**config.mk**
```make
export PLATFORM = sky130hd
export DESIGN_NAME = sram_cycle_ctrl_flat
export DESIGN_NICKNAME = d
export VERILOG_FILES = /design/src/rtl/sram_cycle_ctrl_if.sv /design/src/rtl/sram_cycle_ctrl.sv /design/src/flat_wrapper.sv
export SDC_FILE = /design/constraint.sdc
export NUM_CORES = 1
export LEC_CHECK = 0
export BUFFER_PORTS_ARGS = -buffer_cell sky130_fd_sc_hd__buf_4
export CAP_MARGIN = 10
export CORE_UTILIZATION = 50
export CTS_BUF_LIST = sky130_fd_sc_hd__clkbuf_8
export DETAILED_ROUTE_END_ITERATION = 8
export PLACE_DENSITY = 0.88
export SETUP_SLACK_MARGIN = 0.1
export SLEW_MARGIN = 0
export SYNTH_ARGS = -nofsm -noshare
export SYNTH_HDL_FRONTEND = slang
export SYNTH_SLANG_ARGS = --single-unit
```
**constraint.sdc**
```tcl
create_clock -name i_clk -period 2.3 [get_ports i_clk]
set_clock_uncertainty 0.05 [all_clocks]
set_input_delay 0.23 -clock i_clk [delete_from_list [all_inputs] [get_ports i_clk]]
set_output_delay 0.23 -clock i_clk [all_outputs]
set_load 0.005 [all_outputs]
```
**src/rtl/sram_cycle_ctrl_if.sv**
```systemverilog
`default_nettype none
// +----------------------------------------------------------------------+
// | sram_cycle_ctrl_if : CPU/SRAM-side signal bundle for sram_cycle_ctrl |
// | Rev 1.0                                                              |
// +----------------------------------------------------------------------+
interface sram_cycle_ctrl_if;
    logic        i_sram_window;
    logic        i_rw;
    logic [15:0] i_addr;
    logic [7:0]  i_cpu_data;
    logic [7:0]  i_sram_data;
    logic [7:0]  o_cpu_data;
    logic        o_cpu_data_oe;
    logic [7:0]  o_sram_data;
    logic        o_sram_data_oe;
    logic        o_sram_ce_n;
    logic        o_sram_oe_n;
    logic        o_sram_we_n;
    logic        o_busy;
    logic        o_err_short;

    modport master (
        output i_sram_window, i_rw, i_addr, i_cpu_data, i_sram_data,
        input  o_cpu_data, o_cpu_data_oe, o_sram_data, o_sram_data_oe,
        input  o_sram_ce_n, o_sram_oe_n, o_sram_we_n, o_busy, o_err_short
    );

    modport slave (
        input  i_sram_window, i_rw, i_addr, i_cpu_data, i_sram_data,
        output o_cpu_data, o_cpu_data_oe, o_sram_data, o_sram_data_oe,
        output o_sram_ce_n, o_sram_oe_n, o_sram_we_n, o_busy, o_err_short
    );
endinterface
`default_nettype wire

```
**src/rtl/sram_cycle_ctrl.sv**
```systemverilog
`default_nettype none
// +----------------------------------------------------------------------+
// | sram_cycle_ctrl : one SRAM bus cycle per registered access window     |
// | Rev 1.0                                                              |
// +----------------------------------------------------------------------+
module sram_cycle_ctrl #(
    parameter logic [15:0] SRAM_BASE = 16'h0000,
    parameter logic [15:0] SRAM_MASK = 16'h8000,
    parameter int          RD_SETUP  = 5,
    parameter int          WR_DELAY  = 3,
    parameter int          HOLD      = 2
) (
    input  logic              i_clk,
    input  logic              i_reset,
    sram_cycle_ctrl_if.slave  bus
);
    localparam int MAXP  = (RD_SETUP > WR_DELAY) ? ((RD_SETUP > HOLD) ? RD_SETUP : HOLD)
                                                 : ((WR_DELAY > HOLD) ? WR_DELAY : HOLD);
    localparam int CNT_W = (MAXP < 2) ? 1 : $clog2(MAXP);

    typedef enum logic [2:0] {
        IDLE      = 3'd0,
        RD_ACCESS = 3'd1,
        RD_DRIVE  = 3'd2,
        RD_HOLD   = 3'd3,
        WR_ACTIVE = 3'd4,
        WR_HOLD   = 3'd5,
        WAIT_LOW  = 3'd6
    } state_t;

    state_t             state_q;
    logic [CNT_W-1:0]   cnt_q;
    logic               window_prev_q;
    logic [7:0]         cpu_data_q;
    logic               cpu_data_oe_q;
    logic [7:0]         sram_data_q;
    logic               sram_data_oe_q;
    logic               ce_n_q;
    logic               oe_n_q;
    logic               we_n_q;
    logic               busy_q;
    logic               err_short_q;

    logic rise;
    logic hit;
    logic win;

    assign win  = bus.i_sram_window;
    assign rise = win & ~window_prev_q;
    assign hit  = ((bus.i_addr & SRAM_MASK) == (SRAM_BASE & SRAM_MASK));

    always_ff @(posedge i_clk or negedge i_reset) begin
        if (!i_reset) begin
            state_q        <= IDLE;
            cnt_q          <= '0;
            window_prev_q  <= 1'b1;  // a window already high at release must not start a cycle
            cpu_data_q     <= 8'h00;
            cpu_data_oe_q  <= 1'b0;
            sram_data_q    <= 8'h00;
            sram_data_oe_q <= 1'b0;
            ce_n_q         <= 1'b1;
            oe_n_q         <= 1'b1;
            we_n_q         <= 1'b1;
            busy_q         <= 1'b0;
            err_short_q    <= 1'b0;
        end else begin
            window_prev_q <= win;
            err_short_q   <= 1'b0;
            case (state_q)
                IDLE: begin
                    if (rise) begin
                        busy_q <= 1'b1;
                        if (!hit) begin
                            state_q <= WAIT_LOW;
                        end else if (bus.i_rw) begin
                            ce_n_q  <= 1'b0;
                            oe_n_q  <= 1'b0;
                            cnt_q   <= CNT_W'(RD_SETUP - 1);
                            state_q <= RD_ACCESS;
                        end else begin
                            ce_n_q         <= 1'b0;
                            sram_data_oe_q <= 1'b1;
                            sram_data_q    <= bus.i_cpu_data;
                            cnt_q          <= CNT_W'(WR_DELAY - 1);
                            state_q        <= WR_ACTIVE;
                        end
                    end
                end
                RD_ACCESS: begin
                    if (!win) begin
                        ce_n_q      <= 1'b1;
                        oe_n_q      <= 1'b1;
                        err_short_q <= 1'b1;
                        busy_q      <= 1'b0;
                        state_q     <= IDLE;
                    end else if (cnt_q != '0) begin
                        cnt_q <= cnt_q - CNT_W'(1);
                    end else begin
                        cpu_data_q    <= bus.i_sram_data;
                        cpu_data_oe_q <= 1'b1;
                        state_q       <= RD_DRIVE;
                    end
                end
                RD_DRIVE: begin
                    if (!win) begin
                        ce_n_q  <= 1'b1;
                        oe_n_q  <= 1'b1;
                        cnt_q   <= CNT_W'(HOLD - 1);
                        state_q <= RD_HOLD;
                    end
                end
                RD_HOLD: begin
                    // Rises seen here are deliberately dropped, not queued.
                    if (cnt_q == '0) begin
                        cpu_data_oe_q <= 1'b0;
                        busy_q        <= 1'b0;
                        state_q       <= IDLE;
                    end else begin
                        cnt_q <= cnt_q - CNT_W'(1);
                    end
                end
                WR_ACTIVE: begin
                    if (!win) begin
                        we_n_q      <= 1'b1;
                        err_short_q <= we_n_q;
                        state_q     <= WR_HOLD;
                    end else begin
                        sram_data_q <= bus.i_cpu_data;
                        if (cnt_q != '0) begin
                            cnt_q <= cnt_q - CNT_W'(1);
                        end else begin
                            we_n_q <= 1'b0;
                        end
                    end
                end
                WR_HOLD: begin
                    ce_n_q         <= 1'b1;
                    sram_data_oe_q <= 1'b0;
                    busy_q         <= 1'b0;
                    state_q        <= IDLE;
                end
                WAIT_LOW: begin
                    if (!win) begin
                        busy_q  <= 1'b0;
                        state_q <= IDLE;
                    end
                end
                default: begin
                    ce_n_q         <= 1'b1;
                    oe_n_q         <= 1'b1;
                    we_n_q         <= 1'b1;
                    cpu_data_oe_q  <= 1'b0;
                    sram_data_oe_q <= 1'b0;
                    busy_q         <= 1'b0;
                    state_q        <= IDLE;
                end
            endcase
        end
    end

    assign bus.o_cpu_data     = cpu_data_q;
    assign bus.o_cpu_data_oe  = cpu_data_oe_q;
    assign bus.o_sram_data    = sram_data_q;
    assign bus.o_sram_data_oe = sram_data_oe_q;
    assign bus.o_sram_ce_n    = ce_n_q;
    assign bus.o_sram_oe_n    = oe_n_q;
    assign bus.o_sram_we_n    = we_n_q;
    assign bus.o_busy         = busy_q;
    assign bus.o_err_short    = err_short_q;
endmodule
`default_nettype wire

```
**src/flat_wrapper.sv**
```systemverilog
// flat-port wrapper written by rule: the top's interface ports become plain ports
module sram_cycle_ctrl_flat 
#(
    parameter logic [15:0] SRAM_BASE = 16'h0000,
    parameter logic [15:0] SRAM_MASK = 16'h8000,
    parameter int          RD_SETUP  = 5,
    parameter int          WR_DELAY  = 3,
    parameter int          HOLD      = 2
)
  (i_clk, i_reset, bus_i_sram_window, bus_i_rw, bus_i_addr, bus_i_cpu_data, bus_i_sram_data, bus_o_cpu_data, bus_o_cpu_data_oe, bus_o_sram_data, bus_o_sram_data_oe, bus_o_sram_ce_n, bus_o_sram_oe_n, bus_o_sram_we_n, bus_o_busy, bus_o_err_short);
  sram_cycle_ctrl_if bus_i ();
  input  logic i_clk;
  input  logic i_reset;
  input wire logic [$bits(bus_i.i_sram_window)-1:0] bus_i_sram_window;
  input wire logic [$bits(bus_i.i_rw)-1:0] bus_i_rw;
  input wire logic [$bits(bus_i.i_addr)-1:0] bus_i_addr;
  input wire logic [$bits(bus_i.i_cpu_data)-1:0] bus_i_cpu_data;
  input wire logic [$bits(bus_i.i_sram_data)-1:0] bus_i_sram_data;
  output wire logic [$bits(bus_i.o_cpu_data)-1:0] bus_o_cpu_data;
  output wire logic [$bits(bus_i.o_cpu_data_oe)-1:0] bus_o_cpu_data_oe;
  output wire logic [$bits(bus_i.o_sram_data)-1:0] bus_o_sram_data;
  output wire logic [$bits(bus_i.o_sram_data_oe)-1:0] bus_o_sram_data_oe;
  output wire logic [$bits(bus_i.o_sram_ce_n)-1:0] bus_o_sram_ce_n;
  output wire logic [$bits(bus_i.o_sram_oe_n)-1:0] bus_o_sram_oe_n;
  output wire logic [$bits(bus_i.o_sram_we_n)-1:0] bus_o_sram_we_n;
  output wire logic [$bits(bus_i.o_busy)-1:0] bus_o_busy;
  output wire logic [$bits(bus_i.o_err_short)-1:0] bus_o_err_short;
  assign bus_i.i_sram_window = bus_i_sram_window;
  assign bus_i.i_rw = bus_i_rw;
  assign bus_i.i_addr = bus_i_addr;
  assign bus_i.i_cpu_data = bus_i_cpu_data;
  assign bus_i.i_sram_data = bus_i_sram_data;
  assign bus_o_cpu_data = bus_i.o_cpu_data;
  assign bus_o_cpu_data_oe = bus_i.o_cpu_data_oe;
  assign bus_o_sram_data = bus_i.o_sram_data;
  assign bus_o_sram_data_oe = bus_i.o_sram_data_oe;
  assign bus_o_sram_ce_n = bus_i.o_sram_ce_n;
  assign bus_o_sram_oe_n = bus_i.o_sram_oe_n;
  assign bus_o_sram_we_n = bus_i.o_sram_we_n;
  assign bus_o_busy = bus_i.o_busy;
  assign bus_o_err_short = bus_i.o_err_short;
  sram_cycle_ctrl #(.SRAM_BASE(SRAM_BASE), .SRAM_MASK(SRAM_MASK), .RD_SETUP(RD_SETUP), .WR_DELAY(WR_DELAY), .HOLD(HOLD)) u_core (.i_clk(i_clk), .i_reset(i_reset), .bus(bus_i));
endmodule
```
==> flow_results.org, run 1 <==
** Run status
- Status :: finished with violations
- The final reports fail on design-rule violations.

** Critical path
- Buffers & Inverters on Critical Path :: 1
- The worst setup path is of the reg2reg kind.
- In this run the number of cells on the critical path is 6.
- At the worst endpoint, the arrival time is approximately 2.1 ns.
- In this run the worst path has a maximum fanout of 8.
- The number of cells on the worst reg-to-reg path is 6.
- Grouping stages by cell kind, the critical path spends the most delay in simple AND/OR/NAND/NOR gates.
- Critical path cell sequence :: inv_1, ha_1, nor2b_1, nand2_1, nor2_2, mux2_2
- Cell with the largest stage delay on the worst path :: sky130_fd_sc_hd__dfrtp_1
- Critical path data required time :: around 2.4 ns
- The worst setup path is launched from a flip-flop.
- The worst setup path is captured at a flip-flop.
- Delay contributed by the slowest stage of the critical path :: around 0.40 ns

** Synth
- The number of nets in the synthesized netlist is between 150 and 200.
- After synthesis, the cell types taking the most area are sky130_fd_sc_hd__dfrtp_1 42%, sky130_fd_sc_hd__mux2_2 13%, sky130_fd_sc_hd__dfstp_2 6.7%, sky130_fd_sc_hd__nor2_1 3.4%, sky130_fd_sc_hd__nand2_1 3.1%.
- Yosys top cell by area :: sky130_fd_sc_hd__dfrtp_1
- Synthesis handed over a netlist of 148 instances.
- The cell area that synthesis handed to floorplanning was around 1600 um^2.
- After synthesis, the share of flip-flops with an asynchronous set or reset is 1.000.
- Distinct cells, synth :: 41
- A synthesized cell averages 10.53 um^2.
- The most used flip-flop cell after synthesis is sky130_fd_sc_hd__dfrtp_1.
- During synthesis, Yosys emitted a total of 0 warnings.
- Count of flip-flops with a built-in enable after synthesis :: 0
- Top-area cell type share of the netlist area :: 0.4177
- Of the synthesized area, sequential elements account for 0.4851.
- Flops & latches, synth :: 30

** STA
- Highest Clock Rate :: 497.3 MHz
- Minimum clock period after layout :: between 2 and 2.5 ns
- Final count of pins violating max slew :: 0
- Across all hold checks on the routed design, the worst slack comes to 0.07369 ns.
- Post-route fraction of the period consumed by the critical path :: 0.8743
- The worst pin sits at a relative slew slack of 0.6599.
- The worst path meets setup with between 0.2 and 0.3 ns of slack.
- Setup repair after global routing missed its margin :: no
- Setup violations remaining at the end of the flow were counted as 0.
- Final hold violations :: 0
- Worst slew pin tran :: around 0.51 ns
- Adding up every negative setup slack in the final design gives 0 ns.

** Power and ir drop
- PwrDens :: ~1400 nW/um^2
- Max rail drop VDD :: 0.9027 mV
- Tot Pwr :: 2.898 mW
- LEAKAGE :: around 0.95 nW

** Finish
- Layout fillers :: 207
- The area growth from synthesis to layout is 29.72%.
- Layout cells sized above 1 :: 0.4359
- Final standard cell utilization of the core :: 0.7083
- Multi-input gate area :: ~730 um^2
- Number of inserted diodes :: 0
- The finished layout holds 226 standard cells, fillers aside.
- Number of nets in the layout :: approximately 230
- Area taken by flip-flops and latches :: 755.7 um^2
- Final design area excluding fillers :: 2021 um^2

** Detailed routing
- ANT nets after route :: 0
- Total wirelength of the detailed-routed design :: 3.374 mm
- Number of DRC markers in iteration 0 :: 35
- Via count of the routed design :: around 1300
- In the routed design, unresolved DRC markers number 1.
- First-pass DRT Iterations :: 6
- Dividing the detail-routed wire length by the instance count gives ~15 um.
- Using the TritonRoute via totals, the vias-per-cell ratio works out to about 5.7.

** Floorplan
- Initial Utilization :: 0.5461
- Placeable core region :: between 2000 and 3000 um^2
- Row generation in the floorplan step produced 19 rows.
- Die outline width :: 57.82 um
- The die covers 3343 um^2.
- The floorplan step set the die height to between 50 and 60 um.
- I/O pin count :: between 50 and 60

** Global routing
- GRT Resource Usage Total :: 0.2221
- Number of antenna violations at the first check in global routing :: 0
- Entering global routing, the biggest net connects 31 pins.
- The number of global-route vias before repair came to around 1300.
- The first global-routing pass estimated roughly 5.6 mm of wire.
- GRT overflow :: 0

** Run
- Reported max-cap violation count :: 0

** Place
- After detailed placement, the design holds a cell count of approximately 220.
- Port buffering added 43 buffers.
- At the placement stage, the worst setup path has a slack of 0.3040 ns.
- Detailed placement finished with a half-perimeter wire length of 2.505 mm.
- Summing all placed instances gives a cell area of between 1500 and 2000 um^2.
- The congestion estimate from routability-driven global placement came to 0.9169.

** Min path
- The worst hold path belongs to the class in2reg.
- Instance count along the most critical hold path :: 1

** Clocking
- Number of buffers inserted during clock tree synthesis :: 5
- TritonCTS built the clock tree.
- CTS Buffer Depth :: 2
- Counting every sink on the clock net gives 30.
- Clock-pin slew was measured on the worst setup and hold paths at about 0.070 ns.
- Source-to-sink clock delay at the later pin of the worst-skew pair :: between 0.2 and 0.3 ns
- The root buffer cell chosen for the clock tree is sky130_fd_sc_hd__clkbuf_8.
- The H-tree was split into 2 levels.
-- path summary, 6_finish.rpt --
check | startpoint | to | slack [ns]
setup / recovery | u_core.cnt_q[0] | u_core.bus.o_cpu_data[6] | 0.29
hold / removal | bus_i_sram_window | u_core.window_prev_q | 0.07
setup reg to reg | u_core.cnt_q[0] | u_core.bus.o_cpu_data[6] | 0.29
hold reg to reg | u_core.cnt_q[0] | u_core.cnt_q[0] | 0.45
max in group asynchronous | i_reset | u_core.bus.o_sram_oe_n | 1.53
min in group asynchronous | i_reset | u_core.cnt_q[2] | 0.35
-- cell families after synthesis --
logic type      share of synthesized area
simple gates                       0.1494
compound gates                     0.1438
flops                              0.4851
mux                                0.1462
buf+inv                           0.04819
xor+xnor                          0.01125
fa+ha+maj                         0.01606
-- registers in the layout, indices dropped and copies added (netlist names) --
| register | cells |
|---|---|
| u_core.window_prev_q | 1 |
| u_core.bus.o_cpu_data | 8 |
| u_core.bus.o_cpu_data_oe | 1 |
| u_core.bus.o_busy | 1 |
| u_core.bus.o_sram_oe_n | 1 |
| u_core.bus.o_sram_we_n | 1 |
| u_core.bus.o_sram_data | 8 |
| u_core.cnt_q | 3 |
| u_core.state_q | 3 |
| u_core.bus.o_sram_data_oe | 1 |
| u_core.bus.o_err_short | 1 |
| u_core.bus.o_sram_ce_n | 1 |
-- cells in the mapped netlist, types with 3 or more instances --
| library cell | instances |
|---|---|
| sky130_fd_sc_hd__a21oi_1 | 8 |
| sky130_fd_sc_hd__nand2b_1 | 4 |
| sky130_fd_sc_hd__nand2_1 | 13 |
| sky130_fd_sc_hd__o21ai_0 | 5 |
| sky130_fd_sc_hd__nor2_1 | 14 |
| sky130_fd_sc_hd__nor3_1 | 4 |
| sky130_fd_sc_hd__mux2_2 | 18 |
| sky130_fd_sc_hd__dfstp_2 | 4 |
| sky130_fd_sc_hd__dfrtp_1 | 26 |
| sky130_fd_sc_hd__nor2b_1 | 3 |
| sky130_fd_sc_hd__buf_2 | 3 |
| sky130_fd_sc_hd__inv_1 | 6 |
-- where the power goes --
part           switching [mW]  internal, mW  leakage, nW
Clock                   0.210         0.322       0.0504
Sequential              0.200         0.786        0.362
Combinational           0.610         0.771        0.535
Total                    1.02          1.88        0.948
-- per-layer routing --
layer	share of wire	wire [um]	vias up	GRT usage
li1	-	-	614	-
met1	0.42	1406	606	0.2750
met2	0.49	1660	58	0.3727
met3	0.072	243	7	0.06696
met4	0.019	63	0	0.07143
met5	0	0	-	0
-- timing repair --
| item | 4_1_cts | 5_1_grt |
|---|---|---|
| hold buffers | 1 | 0 |
| gates resized for setup | 0 | 0 |
| hold endpoints to repair | 26 | 0 |
| buffers inserted | 0 | 0 |
-- placed cells by master, fill, tap and decap left out, drive strengths merged, types with 2 or more instances in the layout --
master,count
a21oi,8
nand2,13
or2,3
xnor2,2
mux2,19
nor2b,3
dfstp,4
nand2b,5
o22ai,2
clkbuf,5
nor3,4
o21ai,5
clkinvlp,2
dfrtp,26
buf,47
ha,2
a22oi,2
o32a,2
nor2,15
inv,6
o31ai,2
o21a,2
-- final cells by class --
class / instances / area share
Sequential cell: 30 / 0.3740
Multi-Input combinational cell: 103 / 0.3598
Timing Repair Buffer: 48 / 0.1796
Clock buffer: 5 / 0.03406
Clock inverter: 3 / 0.02229
Tap cell: 31 / 0.01920
Inverter: 6 / 0.01115
No activity file was read; power rests on OpenSTA's default activity.
==> run 2, diff against run 1 <==
--- a/config.mk
+++ b/config.mk
@@ -7,10 +7,12 @@
 export LEC_CHECK = 0
 export BUFFER_PORTS_ARGS = -buffer_cell sky130_fd_sc_hd__buf_4
 export CAP_MARGIN = 10
+export CORE_MARGIN = 1.5
 export CORE_UTILIZATION = 50
 export CTS_BUF_LIST = sky130_fd_sc_hd__clkbuf_8
 export DETAILED_ROUTE_END_ITERATION = 8
 export PLACE_DENSITY = 0.88
+export REMOVE_ABC_BUFFERS = 1
 export SETUP_SLACK_MARGIN = 0.1
 export SLEW_MARGIN = 0
 export SYNTH_ARGS = -nofsm -noshare
==> flow_results.org, run 2 (synthesis gave the netlist of run 1 again) <==
** Run status
- Status :: completed

** STA
- Post-route fraction of the period consumed by the critical path :: 0.8769
- Minimum clock period after layout :: slightly above 2 ns
- Setup repair after global routing missed its margin :: no
- Based on the critical path, the design can be clocked at up to roughly 500 MHz.
- Final count of pins violating max slew :: 0
- In the final timing run, aggregate negative setup slack is 0 ns.
- Final hold violations :: 0
- The tightest hold path in the finished design has a slack of between 0.07 and 0.08 ns.
- In this run the tightest slew margin relative to its limit is 0.6449.
- Setup-violating endpoint count in the final report :: 0
- Worst slew pin tran :: 0.5327 ns

** Place
- Routability-driven placement finished with a final weighted congestion of a little under 0.8.
- Half-perimeter wire length after placement :: around 2.4 mm
- # port buffers :: between 40 and 50

** Critical path
- The worst setup path is launched from a flip-flop.
- In this run the worst path has a maximum fanout of 17.
- At the worst endpoint, the arrival time is 2.13 ns.
- STA classifies the critical path endpoint as a flip-flop.
- For the worst setup path, the data required time is about 2.4 ns.
- Critical path class :: reg2reg
- In this run the register-to-register setup slack is ~0.28 ns.

** Detailed routing
- Total wirelength of the detailed-routed design :: ~3.2 mm
- After detailed routing, the average wire length per cell comes to approximately 14 um.
- Number of DRC markers in iteration 0 :: 66
- In the routed design, unresolved DRC markers number 0.
- ANT nets after route :: 0
- Via-to-Cell Ratio :: ~5.6
- First-pass DRT Iterations :: 4
- Via count of the routed design :: around 1300

** Clocking
- The later pin in the worst-skew pair is clocked with a latency of roughly 0.28 ns.
- Root buffer cell :: sky130_fd_sc_hd__clkbuf_8
- The clock passes through at most 2 buffers.
- TritonCTS created 5 clock buffers.
- Clock transition at the registers of the reported paths :: around 0.070 ns
- Once the clock tree was built, the resizer swapped 0 gates to a different size.
- Counting every sink on the clock net gives 30.
- TritonCTS built the clock tree.
- In this run the number of H-tree levels came out at 2.

** Finish
- Top library cells by usage in the layout, fill and taps aside :: 46 x sky130_fd_sc_hd__buf_4, 26 x sky130_fd_sc_hd__dfrtp_1, 18 x sky130_fd_sc_hd__mux2_2
- Leading cell type in the layout, fill and taps excluded :: sky130_fd_sc_hd__buf_4
- In the final layout, the share of cells above drive strength 1 is 0.4330.
- Number of inserted diodes :: 0
- From synthesis to final layout, the design area changed by 27.87%.
- Layout fillers :: about 250
- Number of nets in the layout :: 231
- Final standard cell utilization of the core :: 0.6633

** Power and ir drop
- Switching power share of the total :: 0.3637
- Of the total power, the clock network draws 0.152.
- The completed layout was analyzed and its total power is ~2.8 mW.
- In this run the static leakage power is around 0.94 nW.
- For this design the total switching power over the nets is between 1 and 1.5 mW.
- For this design the ratio of total power to cell area is 1387 nW/um^2.
- VDD sags by at most about 0.8 mV.
- Gate power share :: 0.488
- Cell Int Power :: around 1.8 mW
- The share of total power dissipated in sequential elements is 0.360.

** Floorplan
- Measured along the x axis, the die boundary spans about 59 um.
- The die covers between 3000 and 4000 um^2.
- Initial Utilization :: 0.5187
- The total area inside the core boundary comes to ~3000 um^2.
- In this run the vertical extent of the chip is between 50 and 60 um.
- Number of cell rows :: 20
- During I/O placement, the number of pins put on the boundary was a little under 60.

** Global routing
- Wire length of the first global-routing pass :: roughly 5.4 mm
- GRT Resource Usage Total :: 0.2075
- The initial antenna violation count came to 0.
- Entering global routing, the biggest net connects 31 pins.
- Via count of the first global-routing pass :: between 1000 and 1500
- The total overflow left after global routing is 0.

** Run
- Reported max-cap violation count :: 0

** Min path
- Path type of the worst min-delay path :: in2reg
run 2: cell types whose count changed in the layout (fill, tap and decap cells not counted):
cell                         previous run  this run
sky130_fd_sc_hd__buf_4                 47        46
sky130_fd_sc_hd__clkinvlp_4             2         1
sky130_fd_sc_hd__clkinv_4               0         1
sky130_fd_sc_hd__clkinv_2               0         1
sky130_fd_sc_hd__bufinv_16              1         0
run 2: worst paths after layout:
| path | startpoint | to | cells past startpoint |
|---|---|---|---|
| setup / recovery | u_core.state_q[1] | u_core.cnt_q[1] | 5 |
| hold / removal | bus_i_sram_window | u_core.window_prev_q | 1 |
| setup reg to reg | u_core.state_q[1] | u_core.cnt_q[1] | 5 |
| hold reg to reg | u_core.cnt_q[0] | u_core.cnt_q[0] | 1 |
| max in group asynchronous | i_reset | u_core.bus.o_sram_oe_n | 2 |
| min in group asynchronous | i_reset | u_core.bus.o_err_short | 2 |
run 2: worst max-delay path, cell delays in order, from the launching register on:
cell                       delay (ns)
sky130_fd_sc_hd__dfrtp_1         0.68
sky130_fd_sc_hd__nand2b_4        0.27
sky130_fd_sc_hd__nor3_1          0.07
sky130_fd_sc_hd__nor4_1          0.34
sky130_fd_sc_hd__or2_4           0.21
sky130_fd_sc_hd__mux2_4          0.29
run 2: cell type report:
| class | instances | area, um^2 | share of cell area |
|---|---|---|---|
| inverters | 6 | 22.52 | 0.01131 |
| clock buffers | 5 | 68.82 | 0.03455 |
| repair buffers | 47 | 355.3 | 0.1784 |
| clock inverters | 3 | 21.27 | 0.01068 |
| well taps | 33 | 41.29 | 0.02073 |
| multi-input cells | 103 | 726.9 | 0.3649 |
| flip-flops and latches | 30 | 755.7 | 0.3794 |
run 2: power groups by stage:
| stage | sequential (mW) | clock, mW | combinational [mW] |
|---|---|---|---|
| 2_1_floorplan | 1.02 | 0 | 0.767 |
| 3_3_place_gp | 0.984 | 0 | 1.28 |
| 3_5_place_dp | 1.00 | 0 | 1.36 |
| 4_1_cts | 0.996 | 0.431 | 1.36 |
| 5_1_grt | 1.03 | 0.454 | 1.49 |
| 6_report | 0.995 | 0.420 | 1.35 |
run 2: timing repair:
action / in CTS / in global routing
buffers inserted: 0 / 0
hold buffers: 1 / 0
hold endpoints to repair: 26 / 0
run 2: metal layers:
metal | GRT usage | up-vias | routed length (um) | share of wire
met3 | 0.08352 | 2 | 220 | 0.068
li1 | - | 608 | - | -
met5 | 0 | - | 0 | 0
met1 | 0.2418 | 620 | 1390 | 0.43
met4 | 0.07468 | 0 | 13 | 0.0040
met2 | 0.3444 | 44 | 1601 | 0.50
run 2: per-stage QoR:
stage / setup WS [ns] / instances / cell area [um^2]
floorplan: 0.3233 / 139 / 1505
global placement: 0.3574 / 218 / 1892
detailed placement: 0.2916 / 218 / 1892
CTS: 0.2965 / 227 / 1992
global route: 0.1291 / 227 / 1992
finish: 0.2831 / 227 / 1992
